`src/rtl/stopwatch_pkg.sv`:
```
// Shared types for the stopwatch/timer controller: FSM states, count direction, lap-count width.
package stopwatch_pkg;

  typedef enum logic [1:0] {
    IDLE    = 2'd0,
    RUN     = 2'd1,
    PAUSE   = 2'd2,
    EXPIRED = 2'd3
  } state_t;

  localparam logic MODE_UP   = 1'b0;
  localparam logic MODE_DOWN = 1'b1;

  // Count must represent 0..depth inclusive.
  function automatic int lap_cnt_w(input int depth);
    return $clog2(depth + 1);
  endfunction

endpackage

```
`src/rtl/stopwatch_lap_control_if.sv`:
```
// Button/tick inputs, unit-counter feedback and lap readout between the button block and the time-digit chain.
interface stopwatch_lap_control_if
  import stopwatch_pkg::*;
#(
  parameter int NUM_UNITS = 4,
  parameter int LAP_DEPTH = 4,
  parameter int TIME_W    = 32
);
  localparam int CNT_W = lap_cnt_w(LAP_DEPTH);

  logic                 i_set;
  logic                 i_up;
  logic                 i_right;
  logic                 i_down;
  logic                 i_left;
  logic                 i_mode_timer;
  logic                 i_tick;
  logic [NUM_UNITS-1:0] i_carry;
  logic                 i_zero;
  logic [TIME_W-1:0]    i_time;

  logic [NUM_UNITS-1:0] o_up;
  logic [NUM_UNITS-1:0] o_down;
  logic                 o_run;
  logic                 o_expired;
  logic [TIME_W-1:0]    o_lap_data;
  logic                 o_lap_valid;
  logic [CNT_W-1:0]     o_lap_count;
  logic                 o_lap_ovf;

  modport master (
    output i_set, i_up, i_right, i_down, i_left, i_mode_timer, i_tick, i_carry, i_zero, i_time,
    input  o_up, o_down, o_run, o_expired, o_lap_data, o_lap_valid, o_lap_count, o_lap_ovf
  );

  modport slave (
    input  i_set, i_up, i_right, i_down, i_left, i_mode_timer, i_tick, i_carry, i_zero, i_time,
    output o_up, o_down, o_run, o_expired, o_lap_data, o_lap_valid, o_lap_count, o_lap_ovf
  );

endinterface

```
`src/rtl/lap_fifo.sv`:
```
// Lap-time FIFO with registered first-word-fall-through head; push/pop take effect on the next edge.
// Never stalls: a push into a full buffer without a pop is dropped and latches a sticky overflow.
module lap_fifo
  import stopwatch_pkg::*;
#(
  parameter int DEPTH = 4,
  parameter int W     = 32
) (
  input  logic                       i_clk,
  input  logic                       i_rstn,
  input  logic                       i_push,
  input  logic                       i_pop,
  input  logic                       i_flush,
  input  logic [W-1:0]               i_din,
  output logic [W-1:0]               o_data,
  output logic [lap_cnt_w(DEPTH)-1:0] o_count,
  output logic                       o_ovf
);
  localparam int CNT_W = lap_cnt_w(DEPTH);
  localparam int PTR_W = $clog2(DEPTH);

  logic [W-1:0]     mem [DEPTH];
  logic [PTR_W-1:0] wr_ptr;
  logic [PTR_W-1:0] rd_ptr;
  logic [PTR_W-1:0] rd_nxt;
  logic [CNT_W-1:0] count;
  logic             full;
  logic             empty;
  logic             do_pop;
  logic             do_push;

  // Explicit wrap so non-power-of-two depths work.
  function automatic logic [PTR_W-1:0] ptr_inc(input logic [PTR_W-1:0] p);
    return (p == PTR_W'(DEPTH - 1)) ? '0 : p + PTR_W'(1);
  endfunction

  assign full    = (count == CNT_W'(DEPTH));
  assign empty   = (count == '0);
  assign do_pop  = i_pop && !empty;
  assign do_push = i_push && (!full || do_pop);
  assign rd_nxt  = ptr_inc(rd_ptr);

  always_ff @(posedge i_clk) begin
    if (do_push && !i_flush) mem[wr_ptr] <= i_din;
  end

  always_ff @(posedge i_clk or negedge i_rstn) begin
    if (!i_rstn) begin
      wr_ptr <= '0;
      rd_ptr <= '0;
      count  <= '0;
      o_data <= '0;
      o_ovf  <= 1'b0;
    end else if (i_flush) begin
      wr_ptr <= '0;
      rd_ptr <= '0;
      count  <= '0;
      o_data <= '0;
      o_ovf  <= 1'b0;
    end else begin
      if (i_push && full && !do_pop) o_ovf <= 1'b1;
      if (do_push) wr_ptr <= ptr_inc(wr_ptr);
      if (do_pop)  rd_ptr <= rd_nxt;
      if (do_push && !do_pop)      count <= count + CNT_W'(1);
      else if (do_pop && !do_push) count <= count - CNT_W'(1);
      // Head refresh: a push into an emptying buffer becomes the new head directly.
      if (do_push && (empty || (do_pop && count == CNT_W'(1)))) o_data <= i_din;
      else if (do_pop && count > CNT_W'(1))                    o_data <= mem[rd_nxt];
    end
  end

  assign o_count = count;

endmodule

```
`src/rtl/stopwatch_lap_control.sv`:
```
// Stopwatch/timer run-pause-expire FSM driving per-unit count strobes (combinational, same cycle) and a lap buffer.
// Registered state outputs one cycle after the button; no backpressure, every pulse is acted on or ignored.
module stopwatch_lap_control
  import stopwatch_pkg::*;
#(
  parameter int NUM_UNITS = 4,
  parameter int LAP_DEPTH = 4,
  parameter int TIME_W    = 32
) (
  input  logic                i_clk,
  input  logic                i_rstn,
  stopwatch_lap_control_if.slave bus
);
  state_t               state;
  logic                 r_mode;
  logic                 r_run;
  logic                 r_expired;
  logic                 toggle;
  logic                 any_btn;
  logic                 running;
  logic [NUM_UNITS-1:0] step_src;
  logic [NUM_UNITS-1:0] up_s;
  logic [NUM_UNITS-1:0] down_s;
  logic                 lap_push;
  logic                 lap_pop;
  logic                 unused_carry;

  assign toggle  = bus.i_up | bus.i_right;
  assign any_btn = bus.i_up | bus.i_right | bus.i_down | bus.i_left;
  assign running = (state == RUN);

  always_ff @(posedge i_clk or negedge i_rstn) begin
    if (!i_rstn) begin
      state     <= IDLE;
      r_mode    <= MODE_UP;
      r_run     <= 1'b0;
      r_expired <= 1'b0;
    end else if (bus.i_set) begin
      state     <= IDLE;
      r_run     <= 1'b0;
      r_expired <= 1'b0;
    end else begin
      case (state)
        IDLE: begin
          // A timer cannot start from an all-zero preset.
          if (toggle && !(bus.i_mode_timer && bus.i_zero)) begin
            state  <= RUN;
            r_run  <= 1'b1;
            r_mode <= bus.i_mode_timer;
          end
        end
        RUN: begin
          if (toggle) begin
            state <= PAUSE;
            r_run <= 1'b0;
          end else if (r_mode == MODE_DOWN && bus.i_zero) begin
            state     <= EXPIRED;
            r_run     <= 1'b0;
            r_expired <= 1'b1;
          end
        end
        PAUSE: begin
          if (toggle) begin
            state <= RUN;
            r_run <= 1'b1;
          end
        end
        EXPIRED: begin
          if (any_btn) begin
            state     <= IDLE;
            r_expired <= 1'b0;
          end
        end
        default: begin
          state     <= IDLE;
          r_run     <= 1'b0;
          r_expired <= 1'b0;
        end
      endcase
    end
  end

  // Unit 0 steps on the ms tick, unit k on the carry/borrow out of unit k-1.
  always_comb begin
    step_src = '0;
    step_src[0] = bus.i_tick;
    for (int k = 1; k < NUM_UNITS; k++) step_src[k] = bus.i_carry[k-1];
  end

  assign unused_carry = bus.i_carry[NUM_UNITS-1];

  always_comb begin
    up_s   = '0;
    down_s = '0;
    if (running) begin
      if (r_mode == MODE_UP) up_s = step_src;
      else if (!bus.i_zero)  down_s = step_src;
    end
  end

  assign bus.o_up      = bus.i_set ? '1 : up_s;
  assign bus.o_down    = bus.i_set ? '1 : down_s;
  assign bus.o_run     = r_run;
  assign bus.o_expired = r_expired;

  // Capture looks at the pre-toggle state; a button that only dismisses EXPIRED must not pop.
  assign lap_push = bus.i_down && running && !bus.i_set;
  assign lap_pop  = bus.i_left && (state != EXPIRED) && !bus.i_set;

  lap_fifo #(
    .DEPTH (LAP_DEPTH),
    .W     (TIME_W)
  ) u_lap_fifo (
    .i_clk   (i_clk),
    .i_rstn  (i_rstn),
    .i_push  (lap_push),
    .i_pop   (lap_pop),
    .i_flush (bus.i_set),
    .i_din   (bus.i_time),
    .o_data  (bus.o_lap_data),
    .o_count (bus.o_lap_count),
    .o_ovf   (bus.o_lap_ovf)
  );

  assign bus.o_lap_valid = (bus.o_lap_count != '0);

endmodule

```
`src/flat_wrapper.sv`:
```
// flat-port wrapper written by rule: the top's interface ports become plain ports
module stopwatch_lap_control_flat import stopwatch_pkg::*;
#(
  parameter int NUM_UNITS = 4,
  parameter int LAP_DEPTH = 4,
  parameter int TIME_W    = 32
)
  (i_clk, i_rstn, bus_i_set, bus_i_up, bus_i_right, bus_i_down, bus_i_left, bus_i_mode_timer, bus_i_tick, bus_i_carry, bus_i_zero, bus_i_time, bus_o_up, bus_o_down, bus_o_run, bus_o_expired, bus_o_lap_data, bus_o_lap_valid, bus_o_lap_count, bus_o_lap_ovf);
  stopwatch_lap_control_if #(.NUM_UNITS(NUM_UNITS), .LAP_DEPTH(LAP_DEPTH), .TIME_W(TIME_W)) bus_i ();
  input  logic i_clk;
  input  logic i_rstn;
  input wire logic [$bits(bus_i.i_set)-1:0] bus_i_set;
  input wire logic [$bits(bus_i.i_up)-1:0] bus_i_up;
  input wire logic [$bits(bus_i.i_right)-1:0] bus_i_right;
  input wire logic [$bits(bus_i.i_down)-1:0] bus_i_down;
  input wire logic [$bits(bus_i.i_left)-1:0] bus_i_left;
  input wire logic [$bits(bus_i.i_mode_timer)-1:0] bus_i_mode_timer;
  input wire logic [$bits(bus_i.i_tick)-1:0] bus_i_tick;
  input wire logic [$bits(bus_i.i_carry)-1:0] bus_i_carry;
  input wire logic [$bits(bus_i.i_zero)-1:0] bus_i_zero;
  input wire logic [$bits(bus_i.i_time)-1:0] bus_i_time;
  output wire logic [$bits(bus_i.o_up)-1:0] bus_o_up;
  output wire logic [$bits(bus_i.o_down)-1:0] bus_o_down;
  output wire logic [$bits(bus_i.o_run)-1:0] bus_o_run;
  output wire logic [$bits(bus_i.o_expired)-1:0] bus_o_expired;
  output wire logic [$bits(bus_i.o_lap_data)-1:0] bus_o_lap_data;
  output wire logic [$bits(bus_i.o_lap_valid)-1:0] bus_o_lap_valid;
  output wire logic [$bits(bus_i.o_lap_count)-1:0] bus_o_lap_count;
  output wire logic [$bits(bus_i.o_lap_ovf)-1:0] bus_o_lap_ovf;
  assign bus_i.i_set = bus_i_set;
  assign bus_i.i_up = bus_i_up;
  assign bus_i.i_right = bus_i_right;
  assign bus_i.i_down = bus_i_down;
  assign bus_i.i_left = bus_i_left;
  assign bus_i.i_mode_timer = bus_i_mode_timer;
  assign bus_i.i_tick = bus_i_tick;
  assign bus_i.i_carry = bus_i_carry;
  assign bus_i.i_zero = bus_i_zero;
  assign bus_i.i_time = bus_i_time;
  assign bus_o_up = bus_i.o_up;
  assign bus_o_down = bus_i.o_down;
  assign bus_o_run = bus_i.o_run;
  assign bus_o_expired = bus_i.o_expired;
  assign bus_o_lap_data = bus_i.o_lap_data;
  assign bus_o_lap_valid = bus_i.o_lap_valid;
  assign bus_o_lap_count = bus_i.o_lap_count;
  assign bus_o_lap_ovf = bus_i.o_lap_ovf;
  stopwatch_lap_control #(.NUM_UNITS(NUM_UNITS), .LAP_DEPTH(LAP_DEPTH), .TIME_W(TIME_W)) u_core (.i_clk(i_clk), .i_rstn(i_rstn), .bus(bus_i));
endmodule
```
`config.mk`:
```
export PLATFORM = sky130hd
export DESIGN_NAME = stopwatch_lap_control_flat
export DESIGN_NICKNAME = d
export VERILOG_FILES = /design/src/rtl/stopwatch_pkg.sv /design/src/rtl/stopwatch_lap_control_if.sv /design/src/rtl/lap_fifo.sv /design/src/rtl/stopwatch_lap_control.sv /design/src/flat_wrapper.sv
export SDC_FILE = /design/constraint.sdc
export NUM_CORES = 1
export LEC_CHECK = 0
export ABC_AREA = 1
export CAP_MARGIN = 20
export CORE_MARGIN = 1
export CORE_UTILIZATION = 60
export DETAILED_ROUTE_END_ITERATION = 10
export PLACE_DENSITY = 0.87
export SLEW_MARGIN = 5
export SYNTH_ARGS = -nofsm -noshare
export SYNTH_HDL_FRONTEND = slang
export SYNTH_SLANG_ARGS = --single-unit
```
`constraint.sdc`:
```
create_clock -name i_clk -period 6.2 [get_ports i_clk]
set_input_delay 0.62 -clock i_clk [delete_from_list [all_inputs] [get_ports i_clk]]
set_output_delay 0.62 -clock i_clk [all_outputs]
set_load 0.01 [all_outputs]
```
### Word-level counts from Yosys, hierarchy flattened

Memories as Yosys holds them, arrays and structs flattened.
Index checks and enable logic that the tools add are counted.
Widths: inputs -> output; s select.

| word-level totals | value |
|---|---|
| memory bits (writable) | 128 |
| ROM bits | 0 |
| output and inout port bits | 47 |
| logic and storage cells | 113 |
| flip-flop bits (word level) | 45 |
| bits in latches | 0 |
| memories kept | 1 |

Memories:

| name | depth | width | rd ports | clocked after memory_dff | wr ports | line | text |
|---|---|---|---|---|---|---|---|
| u_core.u_lap_fifo.mem | 4 | 32 | 1 | 0 | 1 | lap_fifo.sv:22 | `logic [W-1:0] mem [DEPTH];` |

| cells by class | value |
|---|---|
| bitwise operators | 4 |
| magnitude comparators | 1 |
| equality and inequality tests | 14 |
| div/mod/pow operators | 0 |
| add/sub/neg operators | 4 |
| multiply operators | 0 |
| muxes and demuxes | 41 |
| reductions and logical operators | 39 |
| shift-type cells | 0 |

Operator list:

| kind | number |
|---|---|
| $mux 32 | 3 |
| $mux 4 | 7 |
| $mux 2 | 12 |
| $logic_and 1x1->1 | 17 |
| $mux 1 | 13 |
| $reduce_and 4->1 | 3 |
| $reduce_bool 3->1 | 4 |
| $mux 3 | 3 |
| $ne 3x2->1 const B | 3 |
| $eq 2x2->1 const B | 4 |
| $pmux 2 s4 | 1 |
| $logic_not 1->1 | 6 |
| $ne 3x3->1 const B | 2 |
| $reduce_bool 2->1 | 3 |
| $add 2x1->2 const B | 2 |
| $ne 4x3->1 const B | 1 |
| $reduce_bool 4->1 | 1 |
| $add 3x1->3 const B | 1 |
| $eq 3x1->1 const B | 1 |
| $eq 3x3->1 const B | 1 |
| $gt 3x1->1 const B | 1 |
| $logic_not 3->1 | 1 |
| $or 1x1->1 | 3 |
| $pmux 1 s3 | 1 |
| 8 further kinds | 9 |

### Logic depth before layout (Yosys ltp)

Gate-level depths: netlist of run 1.

| depth | value |
|---|---|
| word-level depth | 11 |
| depth in mapped cells | 12 |

### Hierarchy

From an unflattened synthesis of run 1, not the netlist that was laid out.

| unflattened totals | value |
|---|---|
| cells, all modules | 747 |
| area total of the unflattened synthesis | 7641.1 um2 |

Modules (own cells, without submodules):

| module | area an instance (um2) | cells an instance | instances |
|---|---|---|---|
| lap_fifo | 7173.1 | 670 | 1 |
| stopwatch_lap_control | 467.9 | 77 | 1 |

### Least setup slack after synthesis of run 1

Ideal clock, no wire load.

| timing path | value |
|---|---|
| kind | input port to flip-flop |
| start | input port bus_i_set |
| end | memory u_core.u_lap_fifo.mem[3][0], enable pin |
| path buffers | 0 |
| stages on the path | 5 |
| required time | 5.779 ns |
| setup slack | 3.290 ns |
| arrival time | 2.489 ns |
| cells stage by stage | inv_2 nand2_1 nor2_4 nand2_2 nor2_1 |

| between the ends | value |
|---|---|
| cells in the longest elaborated chain, start to end | 8 |
| elaborated cells on any way between the ends | 9 |

Ends and longest elaborated chain:

| what | line | text |
|---|---|---|
| from (decl) | flat_wrapper.sv:12 | `input wire logic [$bits(bus_i.i_set)-1:0] bus_i_set;` |
| $logic_not 1->1 (*) | lap_fifo.sv:44, stopwatch_lap_control.sv:107, stopwatch_lap_control.sv:108 |  |
| $logic_and 1x1->1 | stopwatch_lap_control.sv:108 | `assign lap_pop = bus.i_left && (state != EXPIRED) && !bus.i_set;` |
| $logic_and 1x1->1 | lap_fifo.sv:39 | `assign do_pop = i_pop && !empty;` |
| $logic_or 1x1->1 | lap_fifo.sv:40 | `assign do_push = i_push && (!full \|\| do_pop);` |
| $logic_and 1x1->1 | lap_fifo.sv:40 |  |
| $logic_and 1x1->1 (*) | lap_fifo.sv:44 | `if (do_push && !i_flush) mem[wr_ptr] <= i_din;` |
| $mux 1 (*) | lap_fifo.sv:44 |  |
| $mux 1 (implied by the code) (*) | lap_fifo.sv:44 |  |
| to (decl) | lap_fifo.sv:22 |  |

Every way passes the cells marked *; elsewhere a longest branch is shown, timed or not.

### Final worst setup path of run 1

| timing path | value |
|---|---|
| start | input port bus_i_set |
| end | register u_core.u_lap_fifo.o_data[15] |

| between the ends | value |
|---|---|
| cells in the longest elaborated chain, start to end | 8 |
| elaborated cells on any way between the ends | 13 |

Ends and longest elaborated chain:

| what | line | text |
|---|---|---|
| $logic_not 1->1 | stopwatch_lap_control.sv:107, stopwatch_lap_control.sv:108 |  |
| $logic_and 1x1->1 | stopwatch_lap_control.sv:108 |  |
| $logic_and 1x1->1 | lap_fifo.sv:39 |  |
| $logic_or 1x1->1 or $logic_and 1x1->1 (tied branches) | lap_fifo.sv:40, lap_fifo.sv:67 |  |
| $logic_and 1x1->1 or $logic_or 1x1->1 (tied branches) | lap_fifo.sv:40, lap_fifo.sv:67 |  |
| $logic_and 1x1->1 | lap_fifo.sv:67 | `if (do_push && (empty \|\| (do_pop && count == CNT_W'(1)))) o_data <= i_din;` |
| $mux 32 | lap_fifo.sv:67 |  |
| $mux 32 | lap_fifo.sv:54 | `end else if (i_flush) begin` |
| to (signal assigned) | lap_fifo.sv:67 |  |
| to (signal assigned) | lap_fifo.sv:68 | `else if (do_pop && count > CNT_W'(1)) o_data <= mem[rd_nxt];` |
| to (decl) | lap_fifo.sv:15 | `output logic [W-1:0] o_data,` |

Several ways; a longest one is shown, not always the timed one.
A chain may end at the register's enable or synchronous reset.

==> flow_summary.json, run 1 <==
{
  "hold_violations": 0,
  "yosysSeqAreaShare": 0.666,
  "cp.arrival_ps": 4330,
  "switching_share": 0.341,
  "avgSynthCellArea_um2": 10.6,
  "cp_slowest_cell": "a21oi_2",
  "antenna_found_initial": 0,
  "maxSlewHeadroom": 0.248,
  "endpoint_kind": "flip-flop",
  "ys_types": 32,
  "synth_area_um2": 7460,
  "p_per_area_nw_per_um2": 419,
  "netlist_instances": 702,
  "pwr-share-seq": 0.364,
  "clock_skew_ps": 12.7,
  "comb_power_share": 0.323,
  "htreeDepth": 4,
  "grt_max_degree": 66,
  "vias_per_cell": 6.10,
  "cts_resized": 0,
  "cp_slowest_stage_delay_ps": 840,
  "rsz0062_at_grt": "no",
  "cts_buffer_depth": 2,
  "slew_viol_final": 0,
  "ir_drop_mv": 0.328,
  "worstSetupStartpoint": "bus_i_set",
  "timing.fmax_mhz": 253,
  "p_total_mw": 3.86,
  "fin_crit_ps": 3960,
  "dpl_worst_slack_ps": 1890,
  "gp_congestion": 0.877,
  "rr_startpoint": "u_core.u_lap_fifo.o_count[1]",
  "critical_path.startpoint_type": "input port",
  "dieHeight_um": 114,
  "fin_crit_sh": 0.638,
  "drt-total-wl_um": 19000,
  "required_ps": 6570,
  "core_area_um2": 12100,
  "status": "complete, no violations",
  "io_pins": 93,
  "final_common_cell": "nand2_1",
  "nets": 838,
  "synthesis.nets": 757,
  "p_clk_frac": 0.313,
  "dr.pass1.iters": 7,
  "cts_inserted_buffers": 17,
  "hpwl_um": 10400,
  "num_vias": 5880,
  "port_buffers": 91,
  "hold_ws_ps": 150,
  "layout-drive-gt1-share": 0.0766,
  "start_util": 0.619,
  "clock_sinks": 173,
  "row_count": 40,
  "drc_errors": 0,
  "final_util": 0.763,
  "clk_root_buffer_cell": "clkbuf_16",
  "tightestPinTransition_ps": 1130,
  "insertion_delay_ps": 440,
  "drtIter0Drc": 682,
  "fin_ws_ps": 2240,
  "stdcell_count": 964,
  "ys_ff_latch": 173,
  "drv_cap": 0,
  "cts_setup_buffers": 0,
  "antenna_cells": 0,
  "postRouteAntennaNets": 0,
  "final_area_um2": 9210,
  "grt_pass1_vias": 5929,
  "p_int_mw": 2.54,
  "layout_common_cells": "162 x nand2_1, 128 x edfxtp_1, 90 x clkdlybuf4s50_1",
  "hold_class": "in2async",
  "worstPathCellList": "clkdlybuf4s50_1 > inv_2 > nand3_4 > o21bai_4 > nand3_2 > buf_4 > a21oi_2 > buf_4 > nand2_1 > nand2_1",
  "track_usage": 0.300,
  "setup_tns_ps": 0,
  "fp.dieW_um": 114,
  "cts_tree": "built",
  "cp_max_fo": 65,
  "wl_per_cell_um": 19.7,
  "areaGrowthSynthToFinish_pct": 23.4,
  "synth_warnings": 0,
  "setup_viol": 0,
  "grt.overflow.total": 0,
  "hold_buffers": 0,
  "power_switching_mw": 1.32,
  "clkSlewWorstSetupHoldPaths_ps": 60,
  "dpl_cell_area_um2": 8480,
  "dp.cells": 930,
  "critPathKind": "in2reg",
  "p_leak_nw": 3.65,
  "die-area_um2": 12900,
  "grt_pass1_wl_um": 29100
}
[critical path: cells and delay by family]
family | cells | cell delay [ps]
AOI/OAI and AO/OA | 2 | 1660
buffers and inverters | 4 | 1610
and+or+nand+nor | 4 | 420
[cells by family after synthesis]
kind of cell,Yosys count,share of synthesized area
and+or+nand+nor,326,0.184
DFF,173,0.666
AOI/OAI and AO/OA,120,0.0901
buffers and inverters,72,0.0421
adders and majority gates,9,0.0151
xor gates and xnor gates,2,0.00235
[final cells by class]
type / instances / area [um^2]
well taps: 168 / 210
repair buffers: 101 / 1010
flip-flops and latches: 173 / 4970
clock inverters: 11 / 203
fillers: 719 / 2860
inverters: 33 / 125
multi-input cells: 457 / 2210
clock buffers: 21 / 472
[state kept, by name, summed over array words and instances (netlist names)]
register and flops:
u_core.bus.o_expired 1, u_core.bus.o_run 1, u_core.r_mode 1, u_core.state 2, u_core.u_lap_fifo.mem 128, u_core.u_lap_fifo.o_count 3, u_core.u_lap_fifo.o_data 32, u_core.u_lap_fifo.o_ovf 1
u_core.u_lap_fifo.rd_ptr 2, u_core.u_lap_fifo.wr_ptr 2
[power by group through the flow]
stage	logic, mW	registers, mW	clock network, mW
after CTS	1.21	1.41	1.20
final	1.25	1.41	1.21
after global placement	1.14	1.42	0
after detailed placement	1.19	1.43	0
after global routing	1.35	1.42	1.24
after floorplan	0.714	1.45	0
[per-layer routing]
layer	wire length, um	up-vias	global-route usage
met1	7000	2845	0.369
met5	0	-	0
met2	9830	392	0.508
met4	403	0	0.147
met3	1730	48	0.0638
li1	-	2595	-
[Yosys cell counts]
cell	n	area (um^2)
nor3_1	2	10.0
nand3_2	1	10.0
o21ai_1	5	25.0
nand2_1	162	608
nor2_4	1	11.3
nand3_4	2	35.0
buf_6	2	22.5
nor2_1	78	293
a21oi_2	1	8.76
inv_1	28	105
o211ai_1	1	7.51
buf_1	2	7.51
nand2_2	1	6.26
nor2_2	2	12.5
xnor2_1	2	17.5
nor4_1	1	6.26
o21bai_4	1	18.8
clkbuf_1	19	71.3
buf_4	3	22.5
buf_2	13	65.1
ha_1	9	113
nand3_1	74	370
o31ai_1	4	30.0
o21a_1	1	7.51
o22ai_1	31	194
clkinv_2	1	5.00
dfrtp_1	45	1130
edfxtp_1	128	3840
o21ai_0	74	370
a21oi_1	2	10.0
nand4_1	2	12.5
inv_2	4	15.0
[path summary, 6_finish.rpt]
check | cells past startpoint | slack (ps) | end
worst max-delay path | 10 | 2240 | u_core.u_lap_fifo.o_data[15]
worst min-delay path | 1 | 150 | u_core.u_lap_fifo.o_data[12]
worst max register to register | 10 | 2660 | u_core.u_lap_fifo.o_data[15]
worst min register to register | 2 | 480 | u_core.bus.o_run
max in group asynchronous | 2 | 5520 | u_core.u_lap_fifo.o_count[1]
min in group i_clk | 2 | 480 | u_core.bus.o_run
(Power assumes the default switching activity.)
==> run 2: changes to the inputs <==
--- a/config.mk
+++ b/config.mk
@@ -8,9 +8,9 @@
 export ABC_AREA = 1
 export CAP_MARGIN = 20
 export CORE_MARGIN = 1
-export CORE_UTILIZATION = 60
+export CORE_UTILIZATION = 50
 export DETAILED_ROUTE_END_ITERATION = 10
-export PLACE_DENSITY = 0.87
+export PLACE_DENSITY = 0.78
 export SLEW_MARGIN = 5
 export SYNTH_ARGS = -nofsm -noshare
 export SYNTH_HDL_FRONTEND = slang
==> constraint.sdc (replaced) <==
create_clock -name i_clk -period 3.6 [get_ports i_clk]
set_input_delay 0.36 -clock i_clk [delete_from_list [all_inputs] [get_ports i_clk]]
set_output_delay 0.36 -clock i_clk [all_outputs]
set_load 0.01 [all_outputs]
==> run 2 against run 1 <==
  * Flip-flop and latch count stayed put
  * Cell area is 0.86% higher
  * Non-clock buffer count increased by 10
  * Core utilization fell by 12 points
  * Via count decreased by 2.2%
==> flow_summary.json, run 2 (synthesis gave the netlist of run 1 again) <==
{
  "row_count": 44,
  "fp.dieW_um": 124,
  "hpwl_um": 10700,
  "die-area_um2": 15400,
  "final_util": 0.639,
  "num_vias": 5748,
  "drv_cap": 0,
  "status": "complete, no violations",
  "grt.overflow.total": 0,
  "port_buffers": 91,
  "largest_register_ff_count": 128,
  "hold_violations": 0,
  "cts_resized": 0,
  "p_per_area_nw_per_um2": 701,
  "start_util": 0.513,
  "vias_per_cell": 5.81,
  "required_ps": 3910,
  "drc_errors": 0,
  "layout-drive-gt1-share": 0.0881,
  "grt_pass1_wl_um": 28600,
  "core_area_um2": 14500,
  "clock_sinks": 173,
  "grt_pass1_vias": 5579,
  "antenna_cells": 0,
  "insertion_delay_ps": 430,
  "ir_drop_mv": 0.464,
  "tightestPinTransition_ps": 902,
  "cts_buffer_depth": 2,
  "drt-total-wl_um": 18500,
  "grt_max_degree": 46,
  "timing.fmax_mhz": 407,
  "cts_setup_buffers": 0,
  "slew_viol_final": 0,
  "clock_skew_ps": 11.4,
  "hold_class": "in2async",
  "dpl_worst_slack_ps": 750,
  "postRouteAntennaNets": 0,
  "cts_tree": "built",
  "areaGrowthSynthToFinish_pct": 24.5,
  "dieHeight_um": 124,
  "p_leak_nw": 3.68,
  "top_register": "u_core.u_lap_fifo.mem",
  "drtIter0Drc": 679,
  "critical_path.startpoint_type": "input port",
  "layout_common_cells": "162 x nand2_1, 128 x edfxtp_1, 90 x clkdlybuf4s50_1",
  "htreeDepth": 4,
  "cts_inserted_buffers": 17,
  "fin_ws_ps": 1140,
  "endpoint_kind": "flip-flop",
  "fin_crit_sh": 0.683,
  "rsz0062_at_grt": "no",
  "antenna_found_initial": 0,
  "wl_per_cell_um": 18.7,
  "gp_congestion": 0.899,
  "cp_max_fo": 35,
  "final_common_cell": "nand2_1",
  "cp.arrival_ps": 2770,
  "dr.pass1.iters": 5,
  "clkSlewWorstSetupHoldPaths_ps": 70,
  "fin_crit_ps": 2460,
  "setup_viol": 0,
  "track_usage": 0.252,
  "setup_tns_ps": 0,
  "nets": 848,
  "hold_buffers": 0,
  "clk_root_buffer_cell": "clkbuf_16",
  "io_pins": 93,
  "maxSlewHeadroom": 0.398,
  "critPathKind": "in2reg"
}
-- run 2: cell types whose count changed in the layout (fill, tap and decap cells not counted) --
cell,change
buf_4,+7
clkbuf_1,-1
dlygate4sd3_1,+1
clkinv_4,-2
clkinvlp_4,+3
buf_12,+2
clkbuf_16,-1
bufinv_16,-1
clkinv_2,+2
-- run 2: through the flow --
step,area [um^2],power [mW],std cells,hold WS [ps]
after floorplan,7460,3.72,702,64.4
after global placement,8600,4.43,955,460
after detailed placement,8600,4.52,955,462
after CTS,9230,6.47,987,169
after global routing,9290,6.84,990,464
final,9290,6.51,990,415
-- run 2: layer usage --
metal | routed length, um | vias to the layer above | global-route usage
met4 | 222 | 0 | 0.0930
met5 | 0 | - | 0
met2 | 9590 | 277 | 0.430
li1 | - | 2622 | -
met3 | 1190 | 18 | 0.0467
met1 | 7490 | 2831 | 0.320
-- run 2: report_power, final --
group / leakage, nW / switching [mW] / internal, mW
logic: 1.62 / 1.33 / 0.812
clock network: 0.300 / 0.760 / 1.18
registers: 1.76 / 0.115 / 2.31
total: 3.68 / 2.21 / 4.30
-- run 2: cell type report --
type	count	area, um^2
fillers	1119	5250
flip-flops and latches	173	4970
multi-input cells	457	2210
repair buffers	111	1120
clock buffers	19	443
well taps	184	230
clock inverters	13	188
inverters	33	125
-- run 2: final timing paths --
path	start	to	slack (ps)	cells after the start
max reg2reg	u_core.u_lap_fifo.o_count[0]	u_core.u_lap_fifo.o_data[17]	1250	9
max	bus_i_set	u_core.u_lap_fifo.o_data[17]	1140	10
min	i_rstn	u_core.u_lap_fifo.o_data[7]	420	2
min reg2reg	u_core.bus.o_expired	u_core.bus.o_expired	480	2
max in group asynchronous	i_rstn	u_core.u_lap_fifo.wr_ptr[0]	2660	3
min in group i_clk	u_core.bus.o_expired	u_core.bus.o_expired	480	2
-- run 2: worst max-delay path, stage by stage --
cell and delay (ps):
clkdlybuf4s50_1 610, inv_2 210, nand2_1 230, nor2_4 80
nand2_2 230, clkinv_2 560, nand3_1 220, nand2_1 80
nand2_1 110, nand2_1 70
